$ cat src/rtl/rst_seq_pkg.sv
// Shared types and codes for the reset sequencer.
package rst_seq_pkg;

    typedef enum logic [1:0] {
        WAIT_LOCK  = 2'd0,
        REL_PERIPH = 2'd1,
        RUN        = 2'd2,
        SW_HOLD    = 2'd3
    } state_e;

    localparam int unsigned CAUSE_W = 2;

    localparam logic [CAUSE_W-1:0] CAUSE_EXT  = 2'b00;
    localparam logic [CAUSE_W-1:0] CAUSE_LOCK = 2'b01;
    localparam logic [CAUSE_W-1:0] CAUSE_SW   = 2'b10;

endpackage : rst_seq_pkg

$ cat src/rtl/rst_sequencer_sync_2ff.sv
// 1-bit two-flop synchronizer with async active-low clear.
module sync_2ff (
    input  logic clk_i,
    input  logic rst_ni,
    input  logic d_i,
    output logic q_o
);

    logic meta_q;
    logic sync_q;

    // Two back-to-back flops to resolve metastability on the async input.
    always_ff @(posedge clk_i or negedge rst_ni) begin
        if (!rst_ni) begin
            meta_q <= 1'b0;
            sync_q <= 1'b0;
        end else begin
            meta_q <= d_i;
            sync_q <= meta_q;
        end
    end

    assign q_o = sync_q;

endmodule : sync_2ff

$ cat src/rtl/rst_sequencer.sv
// Reset sequencer: waits for stable PLL lock, releases peripheral then core
// reset, handles software reset requests and records the last reset cause.
// Optional macro RST_SEQ_LOCK_LOSS_EN: lock loss while running re-enters the
// reset sequence with cause LOCK; when undefined lock is ignored in RUN.
module rst_sequencer
    import rst_seq_pkg::*;
#(
    parameter int unsigned LOCK_STABLE_CYCLES = 256,
    parameter int unsigned CORE_DLY           = 16,
    parameter int unsigned SW_RST_CYCLES      = 32,
    parameter int unsigned CNT_W              = 10
) (
    input  logic               clkin,
    input  logic               reset,
    input  logic               lock,
    input  logic               sw_rst_req,
    output logic               periph_rst_n,
    output logic               sys_rst_n,
    output logic               seq_done,
    output logic [CAUSE_W-1:0] rst_cause
);

    localparam logic [CNT_W-1:0] LOCK_LAST = CNT_W'(LOCK_STABLE_CYCLES - 1);
    localparam logic [CNT_W-1:0] CORE_LAST = CNT_W'(CORE_DLY - 1);
    localparam logic [CNT_W-1:0] SW_LAST   = CNT_W'(SW_RST_CYCLES - 1);
    localparam logic [CNT_W-1:0] CNT_ONE   = CNT_W'(1);

    logic               lock_s;

    state_e             state_q,  state_d;
    logic [CNT_W-1:0]   cnt_q,    cnt_d;
    logic               periph_q, periph_d;
    logic               sys_q,    sys_d;
    logic               done_q,   done_d;
    logic [CAUSE_W-1:0] cause_q,  cause_d;

    sync_2ff u_lock_sync (
        .clk_i  (clkin),
        .rst_ni (reset),
        .d_i    (lock),
        .q_o    (lock_s)
    );

    // Next-state and next-output decode; every register holds by default.
    always_comb begin
        state_d  = state_q;
        cnt_d    = cnt_q;
        periph_d = periph_q;
        sys_d    = sys_q;
        done_d   = done_q;
        cause_d  = cause_q;

        case (state_q)
            WAIT_LOCK: begin
                periph_d = 1'b0;
                sys_d    = 1'b0;
                done_d   = 1'b0;
                if (!lock_s) begin
                    cnt_d = '0;
                end else if (cnt_q == LOCK_LAST) begin
                    state_d  = REL_PERIPH;
                    cnt_d    = '0;
                    periph_d = 1'b1;
                end else begin
                    cnt_d = cnt_q + CNT_ONE;
                end
            end

            REL_PERIPH: begin
                if (!lock_s) begin
                    state_d  = WAIT_LOCK;
                    cnt_d    = '0;
                    periph_d = 1'b0;
                end else if (cnt_q == CORE_LAST) begin
                    state_d = RUN;
                    cnt_d   = '0;
                    sys_d   = 1'b1;
                    done_d  = 1'b1;
                end else begin
                    cnt_d = cnt_q + CNT_ONE;
                end
            end

            RUN: begin
`ifdef RST_SEQ_LOCK_LOSS_EN
                if (!lock_s) begin
                    state_d  = WAIT_LOCK;
                    cnt_d    = '0;
                    periph_d = 1'b0;
                    sys_d    = 1'b0;
                    done_d   = 1'b0;
                    cause_d  = CAUSE_LOCK;
                end else if (sw_rst_req) begin
`else
                if (sw_rst_req) begin
`endif
                    state_d  = SW_HOLD;
                    cnt_d    = '0;
                    periph_d = 1'b0;
                    sys_d    = 1'b0;
                    done_d   = 1'b0;
                    cause_d  = CAUSE_SW;
                end
            end

            SW_HOLD: begin
                if (cnt_q == SW_LAST) begin
                    state_d = WAIT_LOCK;
                    cnt_d   = '0;
                end else begin
                    cnt_d = cnt_q + CNT_ONE;
                end
            end

            default: begin
                state_d  = WAIT_LOCK;
                cnt_d    = '0;
                periph_d = 1'b0;
                sys_d    = 1'b0;
                done_d   = 1'b0;
            end
        endcase
    end

    // State, counter and output registers; async clear drops both resets at once.
    always_ff @(posedge clkin or negedge reset) begin
        if (!reset) begin
            state_q  <= WAIT_LOCK;
            cnt_q    <= '0;
            periph_q <= 1'b0;
            sys_q    <= 1'b0;
            done_q   <= 1'b0;
            cause_q  <= CAUSE_EXT;
        end else begin
            state_q  <= state_d;
            cnt_q    <= cnt_d;
            periph_q <= periph_d;
            sys_q    <= sys_d;
            done_q   <= done_d;
            cause_q  <= cause_d;
        end
    end

    assign periph_rst_n = periph_q;
    assign sys_rst_n    = sys_q;
    assign seq_done     = done_q;
    assign rst_cause    = cause_q;

endmodule : rst_sequencer

$ cat config.mk
export PLATFORM = sky130hd
export DESIGN_NAME = rst_sequencer
export DESIGN_NICKNAME = d
export VERILOG_FILES = /design/src/rtl/rst_seq_pkg.sv /design/src/rtl/rst_sequencer_sync_2ff.sv /design/src/rtl/rst_sequencer.sv
export SDC_FILE = /design/constraint.sdc
export NUM_CORES = 1
export LEC_CHECK = 0
export BUFFER_PORTS_ARGS = -buffer_cell sky130_fd_sc_hd__buf_2
export CAP_MARGIN = 5
export CELL_PAD_IN_SITES_DETAIL_PLACEMENT = 0
export CELL_PAD_IN_SITES_GLOBAL_PLACEMENT = 1
export CORE_UTILIZATION = 45
export CTS_CLUSTER_DIAMETER = 80
export DETAILED_ROUTE_END_ITERATION = 8
export GPL_ROUTABILITY_DRIVEN = 0
export PLACE_DENSITY = 0.8
export SYNTH_ARGS = -nofsm -noshare
export SYNTH_HDL_FRONTEND = slang
export SYNTH_HIERARCHICAL = 1
export SYNTH_SLANG_ARGS = --single-unit
$ cat constraint.sdc
create_clock -name clkin -period 5.5 [get_ports clkin]
set_input_delay 1.1 -clock clkin [delete_from_list [all_inputs] [get_ports clkin]]
set_output_delay 1.1 -clock clkin [all_outputs]
set_load 0.01 [all_outputs]
Word level (Yosys, flattened, before mapping)

Cells that the tools add are included.

Output and inout bits: 5
ROM bits: 0
Input bits: 4
Bits in latches: 0
Memories kept: 0
Flip-flop bits (word level): 17
Bits in writable memories: 0

Divide/modulo/power cells: 0
$add $sub $neg: 1
Bitwise logic cells: 0
Reductions and logical operators: 6
Shifts and indexed selects: 0
Mux-type cells: 22
Equality and inequality tests: 14
Order comparisons: 0
$mul: 0

Operators with widths:

| operator                                              | count |
|---|---|
| 2-to-1 mux 10 bit                                     | 6 |
| case mux 10 bit (4 select lines)                      | 1 |
| 2-to-1 mux 2 bit                                      | 6 |
| adder 10 x 1 -> 10 bit, second input constant         | 1 |
| == test 10 x 4 -> 1 bit, second input constant        | 1 |
| == test 10 x 5 -> 1 bit, second input constant        | 1 |
| == test 10 x 8 -> 1 bit, second input constant        | 1 |
| inequality test 2 bit, second input constant          | 5 |
| case mux 2 bit (4 select lines)                       | 1 |
| 2-to-1 mux 1 bit                                      | 6 |
| case mux 1 bit (3 select lines)                       | 2 |
| AND reduction 5 bit                                   | 1 |
| == test 2 bit, second input constant                  | 2 |
| inequality test 2 x 1 -> 1 bit, second input constant | 2 |
| AND reduction 4 bit                                   | 1 |
| inequality test 3 bit, second input constant          | 1 |
| AND reduction 3 bit                                   | 1 |
| nonzero test 3 bit                                    | 1 |
| == test 2 x 1 -> 1 bit, second input constant         | 1 |
| zero test 2 bit                                       | 1 |
| AND reduction 2 bit                                   | 1 |

Longest topological paths before layout

Word-level depth: 4
Gate-level depth with buffers: 8
Gate-level depth less buffers: 7

Modules after synthesis

Netlist, hierarchy kept.

By module, submodules not included:

| module        | seq. area each (sq um) | cells each | area an instance (sq um) | times used |
|---|---|---|---|---|
| rst_sequencer | 375.4                  | 112        | 1,012.2                  | 1 |
| sync_2ff      | 50.0                   | 2          | 50.0                     | 1 |

Worst setup path after synthesis

Ideal clock, no wire load.

Path type: in2reg
From: input sw_rst_req
To: register cnt_q[3]
Path slack: 3,479 ps
Stages on the path: 5
Path buffers: 2
Setup time: 118 ps
Arrival time: 1,903 ps
Cells stage by stage: nor2b_1 clkbuf_1 clkbuf_1 nor4b_1 a21o_1

Cells in the longest elaborated chain, start to end: 1

RTL lines:

| element                         | line                 | source |
|---|---|---|
| start, declared                 | rst_sequencer.sv:16  | `input logic sw_rst_req,` |
| inequality test 2 bit (no line) | n/a                  |  |
| end signal, assigned            | rst_sequencer.sv:136 | `cnt_q <= cnt_d;` |
| end, declared                   | rst_sequencer.sv:31  | `logic [CNT_W-1:0] cnt_q, cnt_d;` |

Every way passes these cells.
A chain may end at the register's enable or synchronous reset.

Final worst setup path

From: register cnt_q[0]
To: register cnt_q[9]

Cells in the longest elaborated chain, start to end: 4

RTL lines:

| element                                        | line                                                           | source |
|---|---|---|
| adder 10 x 1 -> 10 bit (tied with other cells) | rst_sequencer.sv:65, rst_sequencer.sv:80, rst_sequencer.sv:111 |  |
| 2-to-1 mux 10 bit (on tied branches)           | rst_sequencer.sv:74, rst_sequencer.sv:60                       |  |
| 2-to-1 mux 10 bit (on tied branches)           | rst_sequencer.sv:70, rst_sequencer.sv:58                       |  |
| case mux 10 bit (4 select lines) (*)           | rst_sequencer.sv:53                                            | `case (state_q)` |

Every way passes the cells marked *; elsewhere a longest branch is shown, timed or not.

==> report_table.html <==
<table>
<tr><th>Metric</th><th>Value</th></tr>
<tr><th colspan="2">Hold path</th></tr>
<tr><td>Worst hold-check path type</td><td>flip-flop to flip-flop</td></tr>
<tr><th colspan="2">STA</th></tr>
<tr><td>Hold Worst Slack</td><td>0.359 ns</td></tr>
<tr><td>Final setup violating endpoints</td><td>0</td></tr>
<tr><td>Final cycle utilization of the critical path</td><td>44.2%</td></tr>
<tr><td>Headroom to the max-slew limit</td><td>30.0%</td></tr>
<tr><td>Final critical delay including setup and external delays</td><td>2.43 ns</td></tr>
<tr><td>Slew Limit Fails</td><td>0</td></tr>
<tr><td>Worst clock skew on the final layout</td><td>0.00596 ns</td></tr>
<tr><td>Hold Vio Cnt, Final</td><td>0</td></tr>
<tr><td>Final-layout setup total negative slack</td><td>0 ns</td></tr>
<tr><td>Maximum clock rate</td><td>412 MHz</td></tr>
<tr><td>Worst Max-Slew Pin Slew</td><td>1.05 ns</td></tr>
<tr><td>RSZ-0062 raised after global routing</td><td>false</td></tr>
<tr><th colspan="2">Synth</th></tr>
<tr><td>Top post-synthesis cells by area</td><td>dfrtp_1 40%, ha_1 7.1%, a21o_1 5.7%</td></tr>
<tr><td>Count of flip-flops with a built-in enable after synthesis</td><td>0</td></tr>
<tr><td>Main synth FF type</td><td>dfrtp_1</td></tr>
<tr><td>Post-synth ARST share</td><td>100%</td></tr>
<tr><td>Gate count of the mapped netlist</td><td>114</td></tr>
<tr><td>Library cell with the highest instance count after synthesis</td><td>dfrtp_1</td></tr>
<tr><td>Sequential fraction of the synthesis area</td><td>40.0%</td></tr>
<tr><td>Leading area contributor after synthesis</td><td>dfrtp_1</td></tr>
<tr><td>Net count of the mapped netlist</td><td>124</td></tr>
<tr><td>Number of distinct library cells after synthesis</td><td>39</td></tr>
<tr><td>Warning count from the yosys run</td><td>6</td></tr>
<tr><td>Syn Area/Cell</td><td>9.32 um^2</td></tr>
<tr><td>Mapped Area</td><td>0.00106 mm^2</td></tr>
<tr><td>Flop and latch count out of synthesis</td><td>17</td></tr>
<tr><td>Most frequent cells after synthesis</td><td>17 x dfrtp_1, 12 x nand2_1, 8 x a21o_1</td></tr>
<tr><td>Area share of the leading cell type in the synthesized netlist</td><td>40.0%</td></tr>
<tr><th colspan="2">Power and ir drop</th></tr>
<tr><td>Internal Power</td><td>0.231 mW</td></tr>
<tr><td>Sequential share of power</td><td>39.7%</td></tr>
<tr><td>Combinational cell fraction of total power</td><td>43.3%</td></tr>
<tr><td>Pwr Total</td><td>0.392 mW</td></tr>
<tr><td>Maximum vdd drop</td><td>0.243 mV</td></tr>
<tr><td>Net switching share of the total power</td><td>41.1%</td></tr>
<tr><td>Leakage power figure</td><td>0.545 nW</td></tr>
<tr><td>Switching pwr</td><td>0.161 mW</td></tr>
<tr><td>Part of the total power dissipated in the clock network</td><td>17.1%</td></tr>
<tr><td>Total power density per cell area</td><td>350 mW/mm^2</td></tr>
<tr><th colspan="2">Route</th></tr>
<tr><td>Detailed-routing iteration count for the pre-antenna-repair pass</td><td>4</td></tr>
<tr><td>Met3 WL post-DR</td><td>71 um</td></tr>
<tr><td>Vias per Instance</td><td>5.94</td></tr>
<tr><td>Met1 Wirelength</td><td>1010 um</td></tr>
<tr><td>Violation count after the first detailed-route iteration</td><td>8</td></tr>
<tr><td>Total number of vias</td><td>867</td></tr>
<tr><td>Met2 WL post-DR</td><td>1000 um</td></tr>
<tr><td>Uppermost signal routing layer after detailed routing</td><td>met4</td></tr>
<tr><td>Total routed wirelength</td><td>2110 um</td></tr>
<tr><td>Average wire per cell in the routed design</td><td>14.5 um</td></tr>
<tr><td>Antenna Nets Post-Route</td><td>0</td></tr>
<tr><td>DRC violation count after routing</td><td>0</td></tr>
<tr><th colspan="2">Floorplanning</th></tr>
<tr><td>Core area</td><td>0.00221 mm^2</td></tr>
<tr><td>Effective utilization at floorplan</td><td>48.0%</td></tr>
<tr><td>Number of I/O pins</td><td>9</td></tr>
<tr><td>Row cnt</td><td>17</td></tr>
<tr><td>Die height</td><td>50.6 um</td></tr>
<tr><td>Area of the die</td><td>0.00256 mm^2</td></tr>
<tr><td>DIE WIDTH</td><td>50.6 um</td></tr>
<tr><th colspan="2">Place</th></tr>
<tr><td>Placed cell count</td><td>142</td></tr>
<tr><td>Placement-stage cell area</td><td>0.00109 mm^2</td></tr>
<tr><td>Number of port buffers</td><td>7</td></tr>
<tr><td>DP HPWL</td><td>1540 um</td></tr>
<tr><th colspan="2">Critical path</th></tr>
<tr><td>Critical path class</td><td>flip-flop to flip-flop</td></tr>
<tr><td>Largest fanout on the critical path</td><td>11</td></tr>
<tr><td>Arrival time worst endpoint</td><td>2.61 ns</td></tr>
<tr><td>Critical path endpoint category</td><td>flip-flop</td></tr>
<tr><td>Endpoint required time on the critical path</td><td>5.69 ns</td></tr>
<tr><td>Startpoint type of the worst setup path</td><td>flip-flop</td></tr>
<tr><td>Minimum setup slack among reg-to-reg paths</td><td>3.07 ns</td></tr>
<tr><th colspan="2">Clocking</th></tr>
<tr><td>TritonCTS sink count</td><td>17</td></tr>
<tr><td>TritonCTS clock tree</td><td>yes</td></tr>
<tr><td>Post-CTS Hold Fix Bufs</td><td>0</td></tr>
<tr><td>Gates resized, CTS repair</td><td>0</td></tr>
<tr><td>Clock network latency to the later pin of the worst-skew pair</td><td>0.29 ns</td></tr>
<tr><td>Root Buffer</td><td>clkbuf_4</td></tr>
<tr><td>Clock tree buffer depth</td><td>2</td></tr>
<tr><td>Number of buffers inserted by post-CTS setup repair</td><td>0</td></tr>
<tr><td>Number of clock buffers inserted by TritonCTS</td><td>3</td></tr>
<tr><td>Clock input transition at the sequential cells of the worst setup and hold paths</td><td>0.10 ns</td></tr>
<tr><td># H-tree levels</td><td>1</td></tr>
<tr><th colspan="2">Global routing</th></tr>
<tr><td>GRT overflow</td><td>0</td></tr>
<tr><td>Total Routing Usage GR</td><td>18.4%</td></tr>
<tr><td>Global-route wire length before repair</td><td>3440 um</td></tr>
<tr><td>Number of antenna violations at the first check in global routing</td><td>0</td></tr>
<tr><td>Via count of the first global-routing pass</td><td>771</td></tr>
<tr><td>Largest net degree at the start of global routing</td><td>18</td></tr>
<tr><th colspan="2">Finish</th></tr>
<tr><td>Layout Cell Area excl Fill</td><td>0.00112 mm^2</td></tr>
<tr><td>Diodes inserted</td><td>0</td></tr>
<tr><td>Share of final-layout standard cells stronger than drive strength 1</td><td>9.32%</td></tr>
<tr><td>Number of standard cells in the final layout excluding fillers</td><td>146</td></tr>
<tr><td>Multi-input logic area</td><td>581 um^2</td></tr>
<tr><td>Final net count</td><td>129</td></tr>
<tr><td>Reg area</td><td>425 um^2</td></tr>
<tr><td>Filler Cells Inserted</td><td>203</td></tr>
<tr><td>Area overhead of the layout relative to synthesis</td><td>5.54%</td></tr>
<tr><th colspan="2">Flow run</th></tr>
<tr><td>MaxCap Viol Count</td><td>0</td></tr>
<tr><th colspan="2">Outcome</th></tr>
<tr><td>Status</td><td>finished, final reports clean</td></tr>
</table>
[cells by family after synthesis]
group | Yosys count | share of synthesized area (%)
muxes | 1 | 0.942
and+or+nand+nor | 44 | 24.9
xor gates and xnor gates | 1 | 0.825
AOI/OAI and AO/OA | 32 | 20.6
buffers and inverters | 12 | 5.30
DFF | 17 | 40.0
other | 1 | 0.353
adders and majority gates | 6 | 7.07
[per-stage QoR]
step	worst slack, ns	utilization [%]
after floorplan	3.48	-
after global placement	2.93	49.5
after detailed placement	2.92	49.5
after CTS	3.07	50.7
after global routing	2.80	50.7
final	3.07	50.7
[power by group through the flow]
stage	Sequential, mW	Combinational (mW)	Clock (mW)
finish	0.156	0.170	0.0669
global route	0.158	0.191	0.0769
CTS	0.156	0.170	0.0714
detailed placement	0.158	0.170	0
global placement	0.157	0.167	0
floorplan	0.156	0.136	0
[flip-flops by register name (all words and copies together), names as in the netlist, named ones only]
name,cells
cnt_q,10
u_lock_sync/q_o,1
u_lock_sync/meta_q,1
state_q,1
periph_rst_n,1
seq_done,1
rst_cause,1
[worst max-delay path, cell delays in order, from the launching register on]
cell and delay [ns]:
dfrtp_1 0.40, ha_1 0.23, nor4b_4 0.33, a31oi_1 0.20, a32oi_1 0.76, o21ai_0 0.21, a21o_1 0.21
[cell type report]
type | count | share of cell area, %
inverters | 5 | 1.67
flip-flops and latches | 17 | 37.9
well taps | 28 | 3.12
multi-input cells | 85 | 51.8
repair buffers | 7 | 3.12
clock buffers | 4 | 2.34
[layout by cell type, fill, tap and decap left out, types with 2 or more instances in the layout]
| cell | instances |
|---|---|
| o21ai_1 | 2 |
| ha_1 | 6 |
| nor4b_1 | 4 |
| clkbuf_4 | 3 |
| buf_2 | 7 |
| and3_1 | 3 |
| and2_1 | 3 |
| nand2_1 | 12 |
| o21ai_0 | 6 |
| a21oi_1 | 3 |
| a21o_1 | 8 |
| nand4_1 | 4 |
| or3_1 | 2 |
| nand3_1 | 3 |
| nor2_1 | 6 |
| a211oi_1 | 2 |
| dfrtp_1 | 17 |
| inv_1 | 5 |
[path summary, 6_finish.rpt]
kind                                    start               to  depth (start not counted)
setup / recovery                     cnt_q[0]         cnt_q[9]                          6
hold / removal             u_lock_sync/meta_q  u_lock_sync/q_o                          0
setup reg to reg                     cnt_q[0]         cnt_q[9]                          6
hold reg to reg            u_lock_sync/meta_q  u_lock_sync/q_o                          0
max in group asynchronous               reset     rst_cause[1]                          1
min in group asynchronous               reset  u_lock_sync/q_o                          1
[per-layer routing]
metal,up-vias,global-route usage [%]
li1,424,-
met1,421,22.9
met2,18,30.0
met3,4,3.64
met4,0,9.72
met5,-,0
Power figures use the tool's default switching activity.
